--- config.mk ---
export PLATFORM = sky130hd
export DESIGN_NAME = mips8_shift_seq_flat
export DESIGN_NICKNAME = d
export VERILOG_FILES = /design/src/rtl/mips8_shift_seq_if.sv /design/src/rtl/mips8_shift_seq.sv /design/src/flat_wrapper.sv
export SDC_FILE = /design/constraint.sdc
export NUM_CORES = 1
export LEC_CHECK = 0
export BUFFER_PORTS_ARGS = -buffer_cell sky130_fd_sc_hd__buf_2
export CORE_MARGIN = 2
export CORE_UTILIZATION = 41
export DETAILED_ROUTE_END_ITERATION = 10
export SLEW_MARGIN = 10
export SYNTH_ARGS = -nofsm -noshare
export SYNTH_HDL_FRONTEND = slang
export SYNTH_SLANG_ARGS = --single-unit
--- constraint.sdc ---
create_clock -name clk -period 2.3 [get_ports clk]
set_clock_uncertainty 0.15 [all_clocks]
set_input_delay 0.345 -clock clk [delete_from_list [all_inputs] [get_ports clk]]
set_output_delay 0.345 -clock clk [all_outputs]
set_load 0.05 [all_outputs]
--- src/rtl/mips8_shift_seq_if.sv ---
// mips8_shift_seq_if: request/result handshake bundle for the sequential shift engine
interface mips8_shift_seq_if;
  logic       in_valid;
  logic       in_ready;
  logic [7:0] data_in;
  logic [2:0] shamt;
  logic [1:0] switch;
  logic       arith;
  logic       out_valid;
  logic       out_ready;
  logic [7:0] result;
  logic       busy;
  modport master (
    output in_valid, data_in, shamt, switch, arith, out_ready,
    input  in_ready, out_valid, result, busy
  );
  modport slave (
    input  in_valid, data_in, shamt, switch, arith, out_ready,
    output in_ready, out_valid, result, busy
  );
endinterface

--- src/rtl/mips8_shift_seq.sv ---
// mips8_shift_seq: 8-bit MIPS shifter that moves one bit position per clock
module mips8_shift_seq (
  input  logic             clk,
  input  logic             rst,
  mips8_shift_seq_if.slave bus
);
  typedef enum logic [1:0] {IDLE, SHIFT, DONE} state_t;
  state_t     state_q, state_d;
  logic [7:0] result_q, result_d, step;
  logic [2:0] count_q, count_d;
  logic [1:0] op_q, op_d;
  logic       arith_q, arith_d;
  assign step = op_q == 2'b01 ? {result_q[6:0], 1'b0} :
                op_q == 2'b10 ? {arith_q & result_q[7], result_q[7:1]} :
                op_q == 2'b11 ? {result_q[0], result_q[7:1]} : result_q;
  always_comb begin
    state_d  = state_q;
    result_d = result_q;
    count_d  = count_q;
    op_d     = op_q;
    arith_d  = arith_q;
    unique case (state_q)
      IDLE: if (bus.in_valid) begin
        result_d = bus.data_in;
        count_d  = bus.shamt;
        op_d     = bus.switch;
        arith_d  = bus.arith;
        state_d  = (bus.switch == 2'b00 || bus.shamt == 3'd0) ? DONE : SHIFT;
      end
      SHIFT: begin
        result_d = step;
        count_d  = count_q - 3'd1;
        state_d  = count_q == 3'd1 ? DONE : SHIFT;
      end
      DONE:    state_d = bus.out_ready ? IDLE : DONE;
      default: state_d = IDLE;
    endcase
  end
  always_ff @(posedge clk or posedge rst) begin
    if (rst) begin
      state_q  <= IDLE;
      result_q <= 8'h00;
      count_q  <= 3'd0;
      op_q     <= 2'b00;
      arith_q  <= 1'b0;
    end else begin
      state_q  <= state_d;
      result_q <= result_d;
      count_q  <= count_d;
      op_q     <= op_d;
      arith_q  <= arith_d;
    end
  end
  assign bus.in_ready  = state_q == IDLE;
  assign bus.out_valid = state_q == DONE;
  assign bus.busy      = state_q != IDLE;
  assign bus.result    = result_q;
endmodule

--- src/flat_wrapper.sv ---
// flat-port wrapper written by rule: the top's interface ports become plain ports
module mips8_shift_seq_flat 
  (clk, rst, bus_in_valid, bus_data_in, bus_shamt, bus_switch, bus_arith, bus_out_ready, bus_in_ready, bus_out_valid, bus_result, bus_busy);
  mips8_shift_seq_if bus_i ();
  input  logic clk;
  input  logic rst;
  input wire logic [$bits(bus_i.in_valid)-1:0] bus_in_valid;
  input wire logic [$bits(bus_i.data_in)-1:0] bus_data_in;
  input wire logic [$bits(bus_i.shamt)-1:0] bus_shamt;
  input wire logic [$bits(bus_i.switch)-1:0] bus_switch;
  input wire logic [$bits(bus_i.arith)-1:0] bus_arith;
  input wire logic [$bits(bus_i.out_ready)-1:0] bus_out_ready;
  output wire logic [$bits(bus_i.in_ready)-1:0] bus_in_ready;
  output wire logic [$bits(bus_i.out_valid)-1:0] bus_out_valid;
  output wire logic [$bits(bus_i.result)-1:0] bus_result;
  output wire logic [$bits(bus_i.busy)-1:0] bus_busy;
  assign bus_i.in_valid = bus_in_valid;
  assign bus_i.data_in = bus_data_in;
  assign bus_i.shamt = bus_shamt;
  assign bus_i.switch = bus_switch;
  assign bus_i.arith = bus_arith;
  assign bus_i.out_ready = bus_out_ready;
  assign bus_in_ready = bus_i.in_ready;
  assign bus_out_valid = bus_i.out_valid;
  assign bus_result = bus_i.result;
  assign bus_busy = bus_i.busy;
  mips8_shift_seq u_core (.clk(clk), .rst(rst), .bus(bus_i));
endmodule
## Word level (Yosys, flattened, before mapping)

Cells that the tools add are included.

- Bits in registers: 16

- Reduce and logical (&&, ||, !) cells: 9
- Eq/ne operators: 8
- Bitwise operators: 1
- Multiplexer cells: 12
- Add/subtract/negate cells: 1

Operator list:

| cell | number |
|---|---|
| 8-bit 2-to-1 mux | 4 |
| 8-bit one-hot mux with 2 select lines | 1 |
| 2-bit 2-to-1 mux | 4 |
| 2-bit == test (second input constant) | 3 |
| 2-bit one-hot mux with 3 select lines | 1 |
| 3-bit one-hot mux with 2 select lines | 1 |
| 2-bit by 1-bit == test with 1-bit output (second input constant) | 2 |
| 2-bit zero test | 2 |
| 4-bit by 1-bit inequality test with 1-bit output (second input constant) | 1 |
| 2-bit AND reduction | 2 |
| 2-bit nonzero test | 2 |
| 3-bit by 1-bit == test with 1-bit output (second input constant) | 1 |
| 3-bit zero test | 1 |
| 3-bit 2-to-1 mux | 1 |
| 3-bit AND reduction | 1 |
| 3-bit by 1-bit subtractor with 3-bit output (second input constant) | 1 |
| 2-bit inequality test (second input constant) | 1 |
| 1-bit AND | 1 |
| 1-bit logical OR | 1 |

## Longest topological paths before layout

Gate-level depths: netlist of run 1.

- Depth after elaboration: 5
- Mapped depth: 6

## Least setup slack after synthesis of run 1

No wires, ideal clock.

- Path type: register to output
- Start: register u_core.state_q[0]
- End: output bus_busy
- Required time: 1.805 ns
- Path buffers: 1
- Stages on the path, launching flop included: 4
- Arrival: 1.689 ns
- Path slack: 0.116 ns
- Cell sequence: dfrtp_1 buf_4 nor2_1 inv_1

- Word-level cells in the longest chain between the ends: 1

Ends and longest elaborated chain:

| element | RTL line | source |
|---|---|---|
| from (decl) | mips8_shift_seq.sv:8 | `state_t state_q, state_d;` |
| from (signal assigned) | mips8_shift_seq.sv:47 | `state_q <= state_d;` |
| 2-bit nonzero test | mips8_shift_seq.sv:56 | `assign bus.busy = state_q != IDLE;` |
| to (decl) | flat_wrapper.sv:16 | `output wire logic [$bits(bus_i.busy)-1:0] bus_busy;` |

No other way between the ends.

## Worst setup path in the final report of run 1

- Start: register u_core.op_q[1]
- End: register u_core.result_q[1], in the netlist u_core.bus.result[1]

- Word-level cells in the longest chain between the ends: 4

Ends and longest elaborated chain:

| element | RTL line | source |
|---|---|---|
| from (decl) | mips8_shift_seq.sv:11 | `logic [1:0] op_q, op_d;` |
| from (signal assigned) | mips8_shift_seq.sv:50 | `op_q <= op_d;` |
| 2-bit == test | mips8_shift_seq.sv:14 | `op_q == 2'b10 ? {arith_q & result_q[7], result_q[7:1]} :` |
| 8-bit 2-to-1 mux | mips8_shift_seq.sv:14 |  |
| 8-bit 2-to-1 mux | mips8_shift_seq.sv:13 | `assign step = op_q == 2'b01 ? {result_q[6:0], 1'b0} :` |
| 8-bit one-hot mux with 2 select lines | mips8_shift_seq.sv:22 | `unique case (state_q)` |
| to (signal assigned) | mips8_shift_seq.sv:48 | `result_q <= result_d;` |
| to (decl) | mips8_shift_seq.sv:9 | `logic [7:0] result_q, result_d, step;` |

Parallel ways exist; a longest one is shown, timed or not.
A chain may end at the register's enable or synchronous reset.

==> flow_summary.yaml, run 1 <==
grt:
  first_global_vias: 763
  grtUsageTotal: 0.1395
  grt_overflow: 0
  grt_pass1_wl_um: 3401
  grt_max_degree: 17
  antenna_found_initial: 0
yosys:
  async_reset_ff_frac: 1.000
  synth_cell_types: 29
  syn_area_mm2: 0.001094
  seq_area_frac_synth: 0.3661
  synth_ff_type: "dfrtp_1"
  avgSynthCellArea_um2: 11.89
  synthCells: 92
  synth-warning-count: 0
  synth-edff-count: 0
  synth_seq_cells: 16
  syn_nets: 115
clocking:
  clk_pin_slew_ns: 0.10
  cts_resized: 0
  clock_latency_ns: 0.29
  htree_levels: 1
  cts_num_sinks: 16
  cts-root-buf: "clkbuf_4"
  cts_tree: "built"
  cts_buffers: 3
  cts.path.max_buffers: 2
routing:
  wire_per_inst_um: 13.45
  totalWireLength_um: 2018
  wl_met2_um: 949
  dr.pass1.iters: 4
  drt_iter0_markers: 15
  wl_met3_um: 103
  viasPerCell: 5.220
  top_layer_used: "met4"
  num_vias: 783
  drc_errors: 0
  m1WireLength_um: 950
  ant_nets: 0
timing:
  max_freq_mhz: 494.1
  maxSlewViolCount: 0
  finalHoldViolCount: 0
  post-route-period-util: 0.8799
  finalSetupViolations: 0
  relSlewSlack: 0.5781
  tightestPinTransition_ns: 0.6321
  tns_ns: 0
  rsz0062_at_grt: "false"
  final.min_clock_period_ns: 2.024
setup_path:
  slowest_delay_ns: 0.43
  worst_setup_path_start_kind: "flip-flop"
  critical_path_arrival_ns: 2.06
  rrSetupSlack_ns: 0.28
  path_depth: 5
  required_ns: 2.34
  critPathKind: "flip-flop to flip-flop"
  rr_startpoint: "u_core.op_q[1]$_DFFE_PP0P_"
  end_kind: "flip-flop"
  crit_path_max_fanout: 9
  crit_family: "multiplexers"
  r2r-end: "u_core.bus.result[1]$_DFFE_PP0P_"
  path_buf_inv: 1
  cp_common_cell: "mux2_4"
  crit_chain: "inv_1 > ha_1 > mux2_4 > mux2_2 > mux2_4"
  cp-endpoint: "u_core.bus.result[1]$_DFFE_PP0P_"
  crit_path_top_delay_cell: "dfrtp_1"
  startpoint: "u_core.op_q[1]$_DFFE_PP0P_"
  r2r_cells: 5
placement:
  port_buffers: 28
  globalplace.congestion: 0.7920
  hpwlAfterDp_um: 1531
cells_and_area:
  syn_to_final_growth_pct: 15.90
  layout.nets: 144
  n_fill_cell: 247
  antenna_cells: 0
  drive_gt1_frac: 0.5000
floorplanning:
  die_y_um: 55.65
  ios: 29
  die_area_mm2: 0.003096
  core_mm2: 0.002500
  die_w_um: 55.65
  rows: 18
  initial_utilization: 0.4374
status:
  status: "finished clean"
job:
  drv_cap: 0
hold_path:
  hold_class: "input pin to flip-flop"
## per-layer routing
| layer | vias to the layer above | GRT usage |
|---|---|---|
| li1 | 379 | - |
| met1 | 382 | 0.1804 |
| met2 | 20 | 0.2279 |
| met3 | 2 | 0.02326 |
| met4 | 0 | 0.06272 |
| met5 | - | 0 |
## per-stage QoR
step / instances / instance area (µm²) / utilization / setup slack, ns / hold slack, ns
after detailed placement: 145 / 1221 / 0.4885 / 0.2828 / 0.3171
after global routing: 150 / 1267 / 0.5070 / 0.1906 / 0.1214
after floorplan: 92 / 1094 / - / 0.1159 / 0.1087
final: 150 / 1267 / 0.5070 / 0.2761 / 0.1245
after global placement: 145 / 1221 / 0.4885 / 0.3202 / 0.3151
after CTS: 150 / 1267 / 0.5070 / 0.2593 / 0.1101
## flip-flops by register name (all words and copies together), names as in the netlist
name / count
u_core.state_q: 2
u_core.arith_q: 1
u_core.count_q: 3
u_core.op_q: 2
u_core.bus.result: 8
## worst min path at each step
stage	startpoint	slack [ns]	end	depth (start not counted)
2_1_floorplan	rst	0.11	u_core.arith_q$_DFFE_PP0P_	1
3_3_place_gp	rst	0.32	u_core.bus.result[5]$_DFFE_PP0P_	2
3_5_place_dp	rst	0.32	u_core.state_q[0]$_DFFE_PP0P_	2
4_1_cts	bus_arith	0.11	u_core.arith_q$_DFFE_PP0P_	2
5_1_grt	bus_arith	0.12	u_core.arith_q$_DFFE_PP0P_	2
6_report	bus_arith	0.12	u_core.arith_q$_DFFE_PP0P_	2
## layout make-up
cell class                      instances  area, µm²  share of cell area
Clock buffer                            4      36.28             0.02863
Tap cell                               30      37.54             0.02961
Timing Repair Buffer                   30      157.7              0.1244
Multi-Input combinational cell         59      594.3              0.4689
Sequential cell                        16      400.4              0.3159
Inverter                               11      41.29             0.03258
## kinds of logic (layout without fill, tap and decap cells)
logic type / after synthesis / after routing / synth area share
fa+ha+maj: 5 / 5 / 0.05721
mux: 23 / 23 / 0.2883
buf+inv: 17 / 45 / 0.09038
compound gates: 19 / 19 / 0.1224
flops: 16 / 16 / 0.3661
simple gates: 12 / 12 / 0.07552
## what timing repair did
item,CTS,global route
buffers inserted,0,0
hold endpoints to repair,16,0
setup endpoints to repair,0,0
hold buffers,1,0
## layout by cell type, fill, tap and decap left out, types with 2 or more instances in the layout
cell type,n
buf_2,28
nor2b_1,3
inv_1,11
mux2_4,15
nand3b_1,2
a21oi_1,5
clkbuf_4,3
o21ai_0,4
ha_1,5
dfrtp_1,16
mux2_2,8
## synthesized netlist by cell type, types with 2 or more instances
master    count  share of area
nand3b_1      2          0.014
o21ai_0       4          0.018
a21oi_1       5          0.023
mux2_4       15           0.21
buf_6         4          0.041
nor2b_1       3          0.017
dfrtp_1      16           0.37
ha_1          5          0.057
mux2_2        8          0.082
inv_1        11          0.038
Power of run 1 is not shown: default switching activity piles up to over one toggle a cycle in this logic, so the estimate is an artifact.
==> run 2: changes to the inputs <==
Settings changed: PLACE_DENSITY from default to 0.67.
Clock period 2.3 ns to 1.6 ns, I/O delays scaled along.
==> flow_summary.yaml, run 2 (synthesis results as in run 1) <==
hold_path:
  min_to: "u_core.op_q[0]$_DFFE_PP0P_"
  hold_path.startpoint: "bus_switch[0]"
  hold_depth: 2
  hold_class: "input pin to flip-flop"
cells_and_area:
  drive_gt1_frac: 0.6115
  syn_to_final_growth_pct: 39.36
  antenna_cells: 0
  final_cell_mix: "25 x buf_2, 21 x mux2_4, 16 x dfrtp_1, 15 x buf_4, 8 x inv_1"
  final_common_cell: "buf_2"
  multi_input_area_um2: 656.9
  layout.nets: 163
  n_fill_cell: 209
  register_area_um2: 400.4
  largest_register_ffs: 8
grt:
  antenna_found_initial: 0
  grt_pass1_wl_um: 3946
  grtUsageTotal: 0.1614
  first_global_vias: 860
  grt_overflow: 0
  grt_max_degree: 17
timing:
  relSlewSlack: 0.8201
  finalHoldViolCount: 0
  final.min_clock_period_ns: 1.786
  tns_ns: -1.225
  finalSetupViolations: 7
  max_freq_mhz: 559.9
  worst_slack_ns: -0.1860
  rsz0062_at_grt: "true"
  maxSlewViolCount: 0
  post-route-period-util: 1.116
  tightestPinTransition_ns: 0.2699
pwr:
  power_frac_comb: 0.723
  switching_share: 0.4195
  intPower_mw: 2.286
  p_leak_nw: 0.7762
  power_frac_seq: 0.207
  p_sw_mw: 1.652
  total_power_mw: 3.937
  powerDensity_mw_per_mm2: 2584
  pwr-share-clk: 0.070
  vdd_drop_max_mv: 1.625
floorplanning:
  die_w_um: 55.65
  core_mm2: 0.002500
  die_y_um: 55.65
  initial_utilization: 0.4374
  ios: 29
  rows: 18
  die_area_mm2: 0.003096
routing:
  wire_per_inst_um: 13.80
  totalWireLength_um: 2332
  drc_errors: 0
  dr.pass1.iters: 4
  ant_nets: 0
  num_vias: 834
  drt_iter0_markers: 8
  viasPerCell: 4.935
setup_path:
  critPathKind: "flip-flop to flip-flop"
  crit_path_top_delay_cell: "dfrtp_1"
  crit_family: "multiplexers"
  slowest_delay_ns: 0.40
  crit_chain: "buf_6 > ha_4 > mux2_4 > mux2_4 > mux2_4"
  crit_path_max_fanout: 8
  rr_startpoint: "u_core.op_q[0]$_DFFE_PP0P_"
  r2r_cells: 5
  rrSetupSlack_ns: -0.19
  end_kind: "flip-flop"
  required_ns: 1.64
  path_buf_inv: 1
  r2r-end: "u_core.bus.result[4]$_DFFE_PP0P_"
  worst_setup_path_start_kind: "flip-flop"
  critical_path_arrival_ns: 1.83
  cp_common_cell: "mux2_4"
clocking:
  clock_latency_ns: 0.29
  htree_levels: 1
  clk_pin_slew_ns: 0.10
  cts_tree: "built"
  cts.path.max_buffers: 2
  cts_num_sinks: 16
  cts-root-buf: "clkbuf_4"
  cts_buffers: 3
status:
  status: "finished with violations"
  violations: "negative setup slack"
placement:
  hpwlAfterDp_um: 1641
  globalplace.congestion: 0.7585
  port_buffers: 28
job:
  drv_cap: 0
[run 2: what timing repair did]
item                                    CTS  global route
pin swaps                                 0             1
endpoints found under the setup margin   11            11
hold buffers                              1             1
endpoints found under the hold margin    16             1
gates resized for setup                  21             5
setup buffers                             3             2
[run 2: area by class of cell]
class / count / area share
clock buffers: 4 / 0.02381
inverters: 11 / 0.02874
multi-input cells: 59 / 0.4310
flip-flops and latches: 16 / 0.2627
well taps: 30 / 0.02463
repair buffers: 49 / 0.2291
[run 2: stage by stage]
stage	area (µm²)	hold WS, ns	instances	setup slack [ns]	utilization
after floorplan	1099	0.003740	92	-0.1852	-
after global placement	1336	0.1101	158	-0.3411	0.5345
after detailed placement	1336	0.1165	158	-0.3579	0.5345
after CTS	1493	0.001410	166	-0.1779	0.5971
after global routing	1524	0.02971	169	-0.2269	0.6096
final	1524	0.04580	169	-0.1860	0.6096
[run 2: worst max-delay path by stage]
stage          cells after the start                                to                  startpoint
2_1_floorplan                      5  u_core.bus.result[1]$_DFFE_PP0P_  u_core.op_q[0]$_DFFE_PP0P_
3_3_place_gp                       5  u_core.bus.result[5]$_DFFE_PP0P_  u_core.op_q[1]$_DFFE_PP0P_
3_5_place_dp                       5  u_core.bus.result[4]$_DFFE_PP0P_  u_core.op_q[1]$_DFFE_PP0P_
4_1_cts                            5  u_core.bus.result[4]$_DFFE_PP0P_  u_core.op_q[0]$_DFFE_PP0P_
5_1_grt                            5  u_core.bus.result[1]$_DFFE_PP0P_  u_core.op_q[1]$_DFFE_PP0P_
6_report                           5  u_core.bus.result[4]$_DFFE_PP0P_  u_core.op_q[0]$_DFFE_PP0P_
[run 2: power by group through the flow]
| stage | Clock, mW | Sequential (mW) | Combinational [mW] |
|---|---|---|---|
| final | 0.277 | 0.815 | 2.85 |
| after floorplan | 0 | 1.14 | 1.57 |
| after global routing | 0.305 | 0.853 | 3.02 |
| after CTS | 0.288 | 0.810 | 2.79 |
| after global placement | 0 | 0.810 | 2.43 |
| after detailed placement | 0 | 0.818 | 2.47 |
[run 2: worst register-to-register path: cells and delay by family, from the launching register on]
family	cells	cell delay, ns
fa+ha+maj	1	0.19
buf+inv	1	0.12
flops	1	0.40
mux	3	0.82
[run 2: metal layers]
layer	wire length, µm	part of all wire	vias up	global-route usage
met5	0	0	-	0
met4	17	0.0073	0	0.04181
met3	159	0.068	3	0.05581
met2	1156	0.50	28	0.2789
met1	999	0.43	388	0.1901
li1	-	-	415	-
(Power assumes the default switching activity.)
